**src/rtl/ram_arb_pkg.sv**
```systemverilog
`default_nettype none
// ============================================================================
//  Module      : ram_arb_pkg
//  Description : Shared types for the single-port RAM arbiter. Requester IDs
//                and the in-flight tag that rides the two pipeline stages
//                between ISSUE and RET.
//  Revision    : 1.0 - initial release
// ============================================================================
package ram_arb_pkg;

    // Requester identifiers carried in the tag
    localparam logic REQ_CPU = 1'b0;
    localparam logic REQ_VDP = 1'b1;

    // One in-flight access: valid slot, who owns it, and whether it writes
    typedef struct packed {
        logic valid;
        logic id;
        logic we;
    } tag_t;

endpackage
`default_nettype wire

```
**src/rtl/ram_arbiter.sv**
```systemverilog
`default_nettype none
// ============================================================================
//  Module      : ram_arbiter
//  Description : Shares one single-port synchronous RAM between the 65C02 CPU
//                bus and the VDP fetch port. One access per clk reaches the
//                RAM; the VDP has priority, and a starvation counter forces a
//                CPU win after STARVE_MAX consecutive lost arbitrations.
//                Fixed 3-stage pipeline: ISSUE -> RAM -> RET, ack registered
//                two edges after the issuing edge.
//  Ports       : clk, reset                  - system clock, sync active-high reset
//                cpu_req/we/addr/wdata       - CPU request (level, held to ack)
//                cpu_ack, cpu_rdata          - CPU completion pulse / read data
//                vdp_req/addr                - VDP read request (level, held to ack)
//                vdp_ack, vdp_rdata          - VDP completion pulse / read data
//                ram_addr/wdata/we, ram_rdata - registered RAM interface
//  Revision    : 1.0 - initial release
// ============================================================================
module ram_arbiter #(
    parameter int ADDR_W     = 16,
    parameter int DATA_W     = 8,
    parameter int STARVE_MAX = 4
) (
    input  logic              clk,
    input  logic              reset,
    input  logic              cpu_req,
    input  logic              cpu_we,
    input  logic [ADDR_W-1:0] cpu_addr,
    input  logic [DATA_W-1:0] cpu_wdata,
    output logic              cpu_ack,
    output logic [DATA_W-1:0] cpu_rdata,
    input  logic              vdp_req,
    input  logic [ADDR_W-1:0] vdp_addr,
    output logic              vdp_ack,
    output logic [DATA_W-1:0] vdp_rdata,
    output logic [ADDR_W-1:0] ram_addr,
    output logic [DATA_W-1:0] ram_wdata,
    output logic              ram_we,
    input  logic [DATA_W-1:0] ram_rdata
);
    import ram_arb_pkg::*;

    localparam int c_STARVE_W = $clog2(STARVE_MAX + 1);

    // r_tag1: issued on the previous edge (RAM stage)
    // r_tag2: issued two edges ago; its read data is on ram_rdata now
    tag_t r_tag1;
    tag_t r_tag2;
    tag_t w_tag_nxt;

    logic [c_STARVE_W-1:0] r_starve_cnt;
    logic [c_STARVE_W-1:0] w_starve_nxt;

    logic w_cpu_busy;
    logic w_vdp_busy;
    logic w_cpu_elig;
    logic w_vdp_elig;
    logic w_starve_hit;
    logic w_cpu_win;
    logic w_vdp_win;
    logic w_ret_cpu;
    logic w_ret_vdp;

    // A requester with an access in either pipeline stage sits out, which
    // gives each side at most one access in flight.
    assign w_cpu_busy = (r_tag1.valid && (r_tag1.id == REQ_CPU)) ||
                        (r_tag2.valid && (r_tag2.id == REQ_CPU));
    assign w_vdp_busy = (r_tag1.valid && (r_tag1.id == REQ_VDP)) ||
                        (r_tag2.valid && (r_tag2.id == REQ_VDP));

    assign w_cpu_elig   = cpu_req && !w_cpu_busy;
    assign w_vdp_elig   = vdp_req && !w_vdp_busy;
    assign w_starve_hit = (r_starve_cnt == c_STARVE_W'(STARVE_MAX));

    assign w_ret_cpu = r_tag2.valid && (r_tag2.id == REQ_CPU);
    assign w_ret_vdp = r_tag2.valid && (r_tag2.id == REQ_VDP);

    // Arbitration and starvation bookkeeping
    always_comb begin
        w_cpu_win    = 1'b0;
        w_vdp_win    = 1'b0;
        w_starve_nxt = r_starve_cnt;
        w_tag_nxt    = '0;

        // VDP wins ties unless the CPU has been passed over STARVE_MAX times
        w_cpu_win = w_cpu_elig && (!w_vdp_elig || w_starve_hit);
        w_vdp_win = w_vdp_elig && !w_cpu_win;

        if (!cpu_req || w_cpu_win) begin
            w_starve_nxt = '0;
        end else if (w_vdp_win && w_cpu_elig && !w_starve_hit) begin
            w_starve_nxt = r_starve_cnt + c_STARVE_W'(1);
        end

        w_tag_nxt.valid = w_cpu_win || w_vdp_win;
        w_tag_nxt.id    = w_vdp_win ? REQ_VDP : REQ_CPU;
        w_tag_nxt.we    = w_cpu_win && cpu_we;
    end

    always_ff @(posedge clk) begin
        if (reset) begin
            r_tag1       <= '0;
            r_tag2       <= '0;
            r_starve_cnt <= '0;
            ram_addr     <= '0;
            ram_wdata    <= '0;
            ram_we       <= 1'b0;
            cpu_ack      <= 1'b0;
            vdp_ack      <= 1'b0;
            cpu_rdata    <= '0;
            vdp_rdata    <= '0;
        end else begin
            r_tag1       <= w_tag_nxt;
            r_tag2       <= r_tag1;
            r_starve_cnt <= w_starve_nxt;

            // ISSUE: the winner drives the RAM; with no winner the address
            // and write data simply hold
            ram_we <= w_cpu_win && cpu_we;
            if (w_cpu_win) begin
                ram_addr  <= cpu_addr;
                ram_wdata <= cpu_wdata;
            end else if (w_vdp_win) begin
                ram_addr  <= vdp_addr;
            end

            // RET: acknowledge and capture read data for the stage-2 owner
            cpu_ack <= w_ret_cpu;
            vdp_ack <= w_ret_vdp;
            if (w_ret_cpu && !r_tag2.we) begin
                cpu_rdata <= ram_rdata;
            end
            if (w_ret_vdp) begin
                vdp_rdata <= ram_rdata;
            end
        end
    end

endmodule
`default_nettype wire

```
**config.mk**
```make
export PLATFORM = sky130hd
export DESIGN_NAME = ram_arbiter
export DESIGN_NICKNAME = d
export VERILOG_FILES = /design/src/rtl/ram_arb_pkg.sv /design/src/rtl/ram_arbiter.sv
export SDC_FILE = /design/constraint.sdc
export NUM_CORES = 1
export LEC_CHECK = 0
export CORE_MARGIN = 2
export CORE_UTILIZATION = 45
export CTS_BUF_LIST = sky130_fd_sc_hd__clkbuf_8
export DETAILED_ROUTE_END_ITERATION = 8
export PLACE_DENSITY = 0.87
export SYNTH_ARGS = -nofsm -noshare
export SYNTH_HDL_FRONTEND = slang
export SYNTH_SLANG_ARGS = --single-unit
```
**constraint.sdc**
```tcl
create_clock -name clk -period 3.3 [get_ports clk]
set_input_delay 0.825 -clock clk [delete_from_list [all_inputs] [get_ports clk]]
set_output_delay 0.825 -clock clk [all_outputs]
set_load 0.03 [all_outputs]
```
After elaboration in Yosys (flattened, before gate mapping)
Cells that the tools add are included.
Word-level totals
  register bits after elaboration: 51
  bits in read-only memories: 0
  latch bits: 0
  logic and storage cells: 46
  bits of input ports: 53
  output and inout bits: 43
  memories kept: 0
  bits in writable memories: 0
Cells by class
  magnitude comparators: 0
  add/sub/neg operators: 1
  divide/modulo/power cells: 0
  reduce and logical (&&, ||, !) cells: 26
  multipliers: 0
  shift operators: 0
  bitwise logic cells: 2
  eq/ne operators: 1
  mux-type cells: 3
Operators with widths (number)
  2-to-1 mux 16 bit: 2
  logical AND 1 bit: 12
  logical NOT 1 bit: 7
  logical OR 1 bit: 5
  adder 3 x 1 -> 3 bit (second input constant): 1
  equality test 3 bit (second input constant): 1
  inverter 1 bit: 2
  nonzero test 2 bit: 1
  OR reduction 2 bit: 1
  2-to-1 mux 1 bit: 1

Logic depth before layout (Yosys ltp)
  depth after elaboration: 11
  gate-level depth with buffers: 8
  gate-level depth less buffers: 6

Least setup slack after synthesis
OpenSTA, ideal clock, no wires.
  path type: input to register
  start point: input vdp_req
  end point: register ram_wdata[0]
  buffers on the path: 2
  cell stages on the path: 6
  path slack: 1.382 ns
  setup time: 0.128 ns
  arrival time: 1.791 ns
  data required time: 3.172 ns
  cells stage by stage: a21bo_4 o2111ai_2 buf_6 buf_8 mux2i_1 nor2_1
Between the ends
  cells in the longest elaborated chain, start to end: 4
RTL lines
  start: declaration: line ram_arbiter.sv:31  | input logic vdp_req,
  logical AND 1 bit: line ram_arbiter.sv:71  | assign w_vdp_elig = vdp_req && !w_vdp_busy;
  logical NOT 1 bit: line ram_arbiter.sv:85  | w_cpu_win = w_cpu_elig && (!w_vdp_elig || w_starve_hit);
  logical OR 1 bit: line ram_arbiter.sv:85
  logical AND 1 bit: line ram_arbiter.sv:85
  end signal: assignment: line ram_arbiter.sv:121  | ram_wdata <= cpu_wdata;
  end: declaration: line ram_arbiter.sv:36  | output logic [DATA_W-1:0] ram_wdata,
No other way between the ends.
A chain may end at the register's enable or synchronous reset.

Worst setup path in the final report
  start point: input cpu_req
  end point: register ram_addr[8]
Between the ends
  cells in the longest elaborated chain, start to end: 5
  elaborated cells on any way between the ends: 6
  those cells by class: mux: 1; reduce/logical: 5
RTL lines
  start: declaration: line ram_arbiter.sv:25  | input logic cpu_req,
  logical AND 1 bit *: line ram_arbiter.sv:70  | assign w_cpu_elig = cpu_req && !w_cpu_busy;
  logical AND 1 bit *: line ram_arbiter.sv:85
  logical NOT 1 bit: line ram_arbiter.sv:86  | w_vdp_win = w_vdp_elig && !w_cpu_win;
  logical AND 1 bit: line ram_arbiter.sv:86
  nonzero test 2 bit (no source line)
  end signal: assignment: line ram_arbiter.sv:120  | ram_addr <= cpu_addr;
  end signal: assignment: line ram_arbiter.sv:123  | ram_addr <= vdp_addr;
  end: declaration: line ram_arbiter.sv:35  | output logic [ADDR_W-1:0] ram_addr,
Every way passes the cells marked *; elsewhere a longest branch is shown, timed or not.

==> results.yml <==
critical_path:
  crit_fanout: 17
  cp_slowest_cell: "clkdlybuf4s50_1"
  worst_setup_path_start_kind: "primary input"
  crit_family: "buffers and inverters"
  worstSetupPathType: "in -> reg"
  crit_chain: "clkdlybuf4s50_1 > and3b_1 > a31oi_4 > nand3b_2 > o2bb2ai_1"
  endpoint_kind: "flop"
  crit_arrival_ps: 2520
  max_stage_delay_ps: 620
  r2r_slack_ps: 1520
  worst_ep_required_time_ps: 3520
  path_buf_inv: 1
synthesis:
  netlist_instances: 186
  synth_top_area_share_pct: 50.28
  synth_most_common_cell: "dfxtp_1"
  synth_nets: 241
  seq_area_frac_synth_pct: 50.28
  synth.top_cells.by_area: "dfxtp_1 (50%), mux2i_1 (16%), o2bb2ai_1 (6.9%)"
  synthArstFlopShare_pct: 0
  synth_edf_count: 0
  synth.avg_cell_area_um2: 10.92
  synthDominantAreaCellType: "dfxtp_1"
  synth_ff_type: "dfxtp_1"
  synth-warning-count: 0
  synth_common_cells: "dfxtp_1 (51), mux2i_1 (33), nor2_1 (20)"
  ys_ff_latch: 51
  synth_area_mm2: 0.002031
  synth_cell_types: 34
pwr:
  power_density_mw_per_mm2: 431.1
  p_leak_nw: 1.261
  max-vdd-ir-drop_uv: 351.1
placed_design:
  dp_hpwl_mm: 3.495
  io_buffers: 95
  finalWeightedCongestion: 0.7496
  placed_cells: 325
  place_ws_ps: 711.6
cts:
  cts_root_buf: "clkbuf_8"
  cts_buffer_depth: 2
  clk_pin_slew_ps: 80
  post_cts.repair.setup_buffers: 0
  clk_latency_ps: 310
  cts_hold_buf: 0
  cts_sinks: 51
  cts_buffers: 5
  cts_tree: "done"
  ctsResizeCount: 0
  htree_num_levels: 2
sta:
  fin_crit_sh_pct: 69.65
  timing.setup.tns_ps: 0
  min_period_ps: 2299
  hold_viol_final: 0
  rsz0062_at_grt: "false"
  max_slew.worst_pin.slew_ps: 552.2
  finalSetupViolations: 0
  drv_slew: 0
  max-slew-margin-rel_pct: 63.15
  clock.fmax_mhz: 435.1
  worst_slack_ps: 1001
  clock_skew_ps: 16.45
detailed_routing:
  vias: 1683
  wl_per_cell_um: 14.40
  drc: 0
  routed_wl_mm: 4.796
  drtIter0Drc: 109
  drtPass1Iterations: 4
  via_per_inst: 5.054
  antenna_left: 0
status:
  status: "completed"
global_route:
  grt_pass1_vias: 1648
  gr-total-overflow: 0
  antenna_found_initial: 0
  grt_use_total_pct: 19.92
  grt_max_degree: 33
  grt_first_pass_wirelength_mm: 8.004
cells_and_area:
  multi_input_area_um2: 920.9
  nets: 335
  seq_area_mm2: 0.001021
  nFillCells: 325
  fin_cells: 333
  drive_gt1_share_pct: 7.117
  antenna_cells: 0
  utilization_pct: 71.06
  syn_to_final_growth_pct: 52.37
run:
  max_cap_viol_count: 0
die:
  coreArea_mm2: 0.004354
  die_w_um: 71.18
  die_y_um: 71.18
  start_util_pct: 46.64
  core.rowCount: 24
  die_area_mm2: 0.005066
  ioPinCount: 96
min_path:
  min_path_type: "reg -> reg"
tightest hold or removal path: cells and delay by family (launching register included):
family          cells  cell delay [ps]
compound gates      1               50
flops               1              310
simple gates        1               50
metrics by stage:
| step | cell area, µm² | hold WS, ps | power [mW] |
|---|---|---|---|
| 3_3_place_gp | 3004 | 441.0 | 0.9858 |
| 4_1_cts | 3094 | 457.2 | 1.340 |
| 5_1_grt | 3094 | 480.7 | 1.388 |
| 6_report | 3094 | 455.4 | 1.334 |
| 2_1_floorplan | 2031 | 478.0 | 0.8499 |
| 3_5_place_dp | 3004 | 445.3 | 0.9906 |
layout by cell type, fill, tap and decap left out, drive strengths merged:
| cell | Yosys | layout |
|---|---|---|
| a21oi | 11 | 11 |
| xnor2 | 1 | 1 |
| buf | 5 | 2 |
| a22o | 1 | 1 |
| nand2b | 2 | 2 |
| inv | 5 | 6 |
| nor2 | 21 | 21 |
| nand2 | 17 | 17 |
| a21bo | 1 | 1 |
| or3 | 1 | 1 |
| ha | 2 | 2 |
| nor2b | 3 | 3 |
| mux2i | 33 | 33 |
| dfxtp | 51 | 51 |
| a21o | 1 | 1 |
| clkdlybuf4s50 | 0 | 95 |
| clkbuf | 5 | 5 |
| nor3b | 1 | 1 |
| nand3b | 2 | 2 |
| nor4b | 1 | 1 |
| and3b | 1 | 1 |
| o2bb2ai | 16 | 16 |
| nand4b | 1 | 1 |
| o2111ai | 1 | 1 |
| a31oi | 1 | 1 |
| and2 | 1 | 1 |
| clkinv | 0 | 2 |
| o21ai | 1 | 1 |
registers in the layout, summed over array words and instances (netlist names):
register,cells
cpu_ack,1
cpu_rdata,8
r_starve_cnt,3
r_tag1,3
r_tag2,3
ram_addr,16
ram_wdata,8
vdp_ack,1
vdp_rdata,8
cell type report:
cell class,count,area share [%]
flip-flops and latches,51,33.00
repair buffers,97,31.62
multi-input cells,120,29.76
inverters,5,0.6066
clock inverters,3,0.6874
well taps,52,2.103
clock buffers,5,2.224
path summary, 6_finish.rpt:
path / depth (start not counted) / end / startpoint
max: 5 / ram_addr[8] / cpu_req
min: 2 / vdp_rdata[0] / vdp_rdata[0]
max reg2reg: 7 / ram_addr[8] / r_starve_cnt[0]
min reg2reg: 2 / vdp_rdata[0] / vdp_rdata[0]
power breakdown:
part | internal [mW] | switching, mW
clock | 0.150 | 0.208
combinational | 0.156 | 0.148
sequential | 0.651 | 0.0217
total | 0.956 | 0.378
per-layer routing:
layer	GRT usage [%]	up-vias	routed length [µm]
met1	26.06	796	2057
met2	32.82	44	2487
li1	-	834	-
met4	6.918	0	104
met5	0	-	0
met3	3.989	9	147
kinds of logic after synthesis:
kind of cell	share of synthesized area, %
AOI/OAI and AO/OA	13.99
xor gates and xnor gates	0.4314
adders and majority gates	1.232
buffers and inverters	4.929
DFF	50.28
muxes	16.27
and+or+nand+nor	12.88
No activity file was read; power rests on OpenSTA's default activity.
